$ cat src/rtl/alu_8bit.sv
// 8-bit ALU: sixteen operations decoded combinationally from alu_sel,
// with the result registered so it appears on alu_out one clock later.
module alu_8bit #(
   parameter int WIDTH = 8
) (
   input  logic             clk,
   input  logic             rst_n,
   input  logic [WIDTH-1:0] a,
   input  logic [WIDTH-1:0] b,
   input  logic [3:0]       alu_sel,
   output logic [WIDTH-1:0] alu_out
);

   localparam logic [3:0] OP_ADD  = 4'h0;
   localparam logic [3:0] OP_SUB  = 4'h1;
   localparam logic [3:0] OP_MUL  = 4'h2;
   localparam logic [3:0] OP_DIV  = 4'h3;
   localparam logic [3:0] OP_SHL  = 4'h4;
   localparam logic [3:0] OP_SHR  = 4'h5;
   localparam logic [3:0] OP_ROL  = 4'h6;
   localparam logic [3:0] OP_ROR  = 4'h7;
   localparam logic [3:0] OP_AND  = 4'h8;
   localparam logic [3:0] OP_OR   = 4'h9;
   localparam logic [3:0] OP_XOR  = 4'hA;
   localparam logic [3:0] OP_NOR  = 4'hB;
   localparam logic [3:0] OP_NAND = 4'hC;
   localparam logic [3:0] OP_XNOR = 4'hD;
   localparam logic [3:0] OP_GT   = 4'hE;
   localparam logic [3:0] OP_EQ   = 4'hF;

   logic [WIDTH-1:0] result;

   always_comb begin
      // NOTE: default assignment first so no path through the case can infer a latch;
      // an X select also falls through to this value.
      result = '0;
      case (alu_sel)
         OP_ADD:  result = a + b;
         OP_SUB:  result = a - b;
         OP_MUL:  result = a * b;
         OP_DIV:  result = (b == '0) ? '1 : a / b;
         OP_SHL:  result = {a[WIDTH-2:0], 1'b0};
         OP_SHR:  result = {1'b0, a[WIDTH-1:1]};
         OP_ROL:  result = {a[WIDTH-2:0], a[WIDTH-1]};
         OP_ROR:  result = {a[0], a[WIDTH-1:1]};
         OP_AND:  result = a & b;
         OP_OR:   result = a | b;
         OP_XOR:  result = a ^ b;
         OP_NOR:  result = ~(a | b);
         OP_NAND: result = ~(a & b);
         OP_XNOR: result = ~(a ^ b);
         OP_GT:   result = {{(WIDTH-1){1'b0}}, (a > b)};
         OP_EQ:   result = {{(WIDTH-1){1'b0}}, (a == b)};
         default: result = '0;
      endcase
   end

   always_ff @(posedge clk or negedge rst_n) begin
      // NOTE: non-blocking assignment for registered state so every flop samples pre-edge values.
      if (!rst_n) alu_out <= '0;
      else        alu_out <= result;
   end

endmodule

$ cat config.mk
export PLATFORM = sky130hd
export DESIGN_NAME = alu_8bit
export DESIGN_NICKNAME = d
export VERILOG_FILES = /design/src/rtl/alu_8bit.sv
export SDC_FILE = /design/constraint.sdc
export NUM_CORES = 1
export LEC_CHECK = 0
export BUFFER_PORTS_ARGS = -buffer_cell sky130_fd_sc_hd__buf_2
export CORE_MARGIN = 3
export CORE_UTILIZATION = 45
export DETAILED_ROUTE_END_ITERATION = 6
export PLACE_DENSITY = 0.62
export REMOVE_ABC_BUFFERS = 1
export SLEW_MARGIN = 15
export SYNTH_ARGS = -nofsm -noshare
export SYNTH_HDL_FRONTEND = slang
export SYNTH_SLANG_ARGS = --single-unit
$ cat constraint.sdc
create_clock -name clk -period 0.8 [get_ports clk]
set_clock_uncertainty 0.05 [all_clocks]
set_input_delay 0.08 -clock clk [delete_from_list [all_inputs] [get_ports clk]]
set_output_delay 0.08 -clock clk [all_outputs]
set_load 0.02 [all_outputs]
After elaboration in Yosys (flattened, before gate mapping)
Cells that the tools add are included.

storage, ports and cells
  register bits = 8
  logic and storage cells = 32

operators by class
  equality and inequality tests = 16
  bitwise operators = 6
  reductions and logical operators = 2
  multiply operators = 1
  order comparisons = 1
  div/mod/pow operators = 1
  mux-type cells = 2
  add/sub/neg operators = 2

operators by type and width
  cell                                                              count
  8-bit one-hot mux with 16 select lines                            1
  4-bit == test (second input constant)                             8
  8-bit NOT                                                         3
  4-bit by 3-bit == test with 1-bit output (second input constant)  4
  8-bit adder                                                       1
  8-bit AND                                                         1
  8-bit by 8-bit divider with 8-bit output                          1
  4-bit by 2-bit == test with 1-bit output (second input constant)  2
  8-bit == test                                                     1
  8-bit > comparator                                                1
  8-bit logical NOT                                                 1
  8-bit by 8-bit multiplier with 8-bit output                       1
  8-bit 2-to-1 mux                                                  1
  8-bit bitwise OR                                                  1
  8-bit subtractor                                                  1
  8-bit XOR                                                         1
  4-bit by 1-bit == test with 1-bit output (second input constant)  1
  4-bit logical NOT                                                 1

Longest topological paths before layout
  depth after elaboration = 3
  mapped depth = 52
  mapped depth without buffers = 49

Worst setup path before layout
No wires, ideal clock.

  path kind = input -> register
  start = input port b[7]
  end = register alu_out[0]
  stages on the path = 49
  path slack = -9.440 ns
  data arrival time = 10.064 ns
  required time = 0.624 ns
  cell sequence = buf_6 -> nor4_4 -> nand2_2 -> nor2_1 -> a21oi_1 -> a21oi_1 -> ha_1 -> o21a_1 -> o311ai_1 -> a2bb2oi_1 -> ha_1 -> and2_1 -> o311a_1 -> mux2_2 -> ha_1 -> a21oi_1 -> a21boi_0 -> o21ai_1 -> [13 not listed] -> a21o_1 -> a41oi_1 -> clkbuf_1 -> o21ai_0 -> ha_1 -> o21a_1 -> o22ai_1 -> o21ai_0 -> a21oi_1 -> nor2_1 -> mux2_2 -> ha_1 -> a21oi_1 -> o21ai_0 -> a211oi_1 -> o21ai_0 -> nor3b_1 -> o32a_1

on the way
  cells in the longest elaborated chain, start to end = 3

ends and longest elaborated chain
  what                                                                           RTL line  text
  from (decl)                                                                    9         input logic [WIDTH-1:0] b,
  8-bit by 8-bit divider with 8-bit output or 8-bit logical NOT (tied branches)  41        OP_DIV: result = (b == '0) ? '1 : a / b;
  8-bit 2-to-1 mux                                                               41
  8-bit one-hot mux with 16 select lines *                                       37        case (alu_sel)
  net result[0]                                                                  31        logic [WIDTH-1:0] result;
  to (signal assigned)                                                           61        else alu_out <= result;
  to (decl)                                                                      11        output logic [WIDTH-1:0] alu_out

Mark *: on every way through the listed nets, which the timed path passes. The rest lies on a longest branch.

Final worst setup path
  start = input port b[6]
  end = register alu_out[0]

Same word-level chain as after synthesis.

==> results.yml <==
outcome:
  status: "finished with violations"
  failed_checks: "setup timing"
synth:
  synth_seq_cells: 8
  yosysSeqAreaShare_pct: 4.85
  synth_ff_type: "dfrtp_1"
  ys_types: 67
  ys_async_sr_fraction_pct: 100
  synth.avg_cell_area_um2: 7.38
  synth_cells: 560
  synth_area_um2: 4130
  yosys_warnings: 0
  synth_edf_count: 0
detailed_routing:
  dr_total_vias: 5719
  via_per_inst: 6.21
  drt_iter0_markers: 387
  wl_per_cell_um: 21.7
  antenna_left: 0
  drc: 0
  drt_first_pass_iters: 5
  routed_wl_um: 20000
placed_design:
  portBuffers: 29
  dpl.cell_count: 871
  dp_hpwl_um: 13000
  detailedPlace.worstSlack_ns: -9.43
  place.gp.congestion: 1.01
  place_area_um2: 5810
sta:
  period_needed_ns: 9.25
  hold_viol: 0
  worst_pin_slew_ns: 0.517
  whs_ns: 0.165
  fmax_ghz: 0.108
  maxSlewHeadroom_pct: 65.1
  rsz0062_at_grt: "true"
  final_max_slew_viol_count: 0
  setup_viol: 16
  period_share_pct: 1160
  fin_ws_ns: -8.45
final_layout:
  largest_reg_flops: 8
  area_growth_pct: 74.8
  max_flop_register: "alu_out"
  antennaDiodeCount: 0
  layout_common_cells: "216 x buf_4, 60 x ha_1, 54 x nor2_1"
  final_cell_area_um2: 7220
  layout-drive-gt1-share_pct: 49.4
  fill_cells: 515
  final_common_cell: "buf_4"
  regArea_um2: 200
  nets: 930
  reg_top3: "alu_out x8"
  finalNonFillerCells: 921
  multi_input_area_um2: 4400
power_and_ir_drop:
  ir_drop_v: 0.000771
  leakagePower_nw: 3.45
  power_per_cell_area_nw_per_um2: 1140
cts:
  cts_tree: "yes"
  numCtsBuffers: 3
  cts-root-buf: "clkbuf_8"
  cts_max_path_buffers: 2
  clk_pin_slew_worst_paths_ns: 0.04
  cts_sinks: 8
  cts_htree_levels: 1
critical_path:
  cpLargestDelayFamily: "compound AO/OA/AOI/OAI gates"
  crit_arrival_ns: 9.31
  cp_slowest_cell: "o311a_4"
  path_buf_inv: 6
  crit_required_ns: 0.86
  crit_type: "in2reg"
  cp_max_fo: 6
  max_stage_delay_ns: 0.40
  worstSetupStartpoint: "b[6]"
  cpMostUsedCell: "a21oi_2"
  startpoint_type: "input pin"
  end_kind: "flop"
floorplan:
  die_x_um: 102
  core_um2: 8810
  die_area_um2: 10400
  boundaryPins: 30
  die_y_um: 102
  initial_core_util_pct: 46.9
  rows: 34
global_route:
  grt_max_degree: 16
  grt_pass1_vias: 5645
  grt_pass1_wl_um: 27900
  track_usage_pct: 34.6
  antenna_found_initial: 0
  overflow: 0
flow_run:
  cap_violations: 0
worst_hold_path:
  hold_class: "in2async"
[cells in the mapped netlist, drive strengths merged, types with 5 or more instances]
| cell | instances | area share, % |
|---|---|---|
| clkbuf | 17 | 1.5 |
| o21ai | 22 | 2.7 |
| nor3 | 17 | 2.1 |
| mux2 | 8 | 2.3 |
| dfrtp | 8 | 4.8 |
| mux2i | 9 | 2.2 |
| a22oi | 8 | 1.5 |
| nor4 | 5 | 1.1 |
| nand3 | 9 | 1.1 |
| xor2 | 15 | 3.2 |
| fa | 14 | 6.8 |
| o21a | 10 | 1.8 |
| nor2 | 62 | 5.6 |
| nor2b | 5 | 0.76 |
| and3 | 5 | 0.76 |
| o22ai | 11 | 1.7 |
| nand2 | 39 | 3.6 |
| inv | 53 | 4.8 |
| a211oi | 9 | 1.6 |
| a21o | 7 | 1.3 |
| buf | 7 | 0.85 |
| o211ai | 6 | 1.1 |
| ha | 79 | 24 |
| a21oi | 50 | 6.1 |
| xnor2 | 18 | 3.8 |
[cell families after synthesis]
logic type	after synthesis	synth area share, %
simple gates	163	18.7
mux	17	4.45
flops	8	4.85
fa+ha+maj	94	31.0
buf+inv	79	7.39
compound gates	166	26.7
xor+xnor	33	7.00
[stage by stage]
stage                     utilization [%]  total power, mW  TNS, ns
final                                82.0             8.26   -39.98
after global routing                 82.0             8.74   -41.75
after CTS                            76.8             7.28   -39.17
after detailed placement             66.0             5.66   -44.37
after global placement               66.0             5.50   -41.93
after floorplan                         -             3.30   -41.06
[how the worst max path moves through the flow]
stage / end / slack [ns] / depth (start not counted)
after floorplan: alu_out[0] / -9.68 / 46
after global placement: alu_out[0] / -8.89 / 49
after detailed placement: alu_out[0] / -9.43 / 49
after CTS: alu_out[0] / -8.26 / 50
after global routing: alu_out[0] / -8.83 / 51
final: alu_out[0] / -8.45 / 50
[where the power goes]
group	switching [mW]	internal, mW
registers	0.0350	0.474
clock network	0.170	0.327
logic	3.56	3.69
total	3.76	4.49
[layout make-up]
cell class / instances / area share, %
clock buffer: 3 / 0.572
inverter: 55 / 2.94
multi-input combinational: 473 / 60.9
sequential: 8 / 2.77
tap: 108 / 1.87
timing repair buffer: 274 / 31.0
[what timing repair did]
item                                    CTS  global route
pin swaps                                76            61
hold buffers                              1             0
resized for setup                       149            69
hold endpoints to repair                  8             0
buffers inserted                         35            16
endpoints found under the setup margin   16            16
[routing by layer]
metal  part of all wire [%]  vias to the layer above  GRT usage (%)
met3                    8.3                      140           5.32
met2                     48                      357           62.5
met4                    8.4                        0           18.2
met5                      0                        -              0
li1                       -                     2527              -
met1                     36                     2695           39.0
Note: power is estimated with default switching activity, not from simulation.
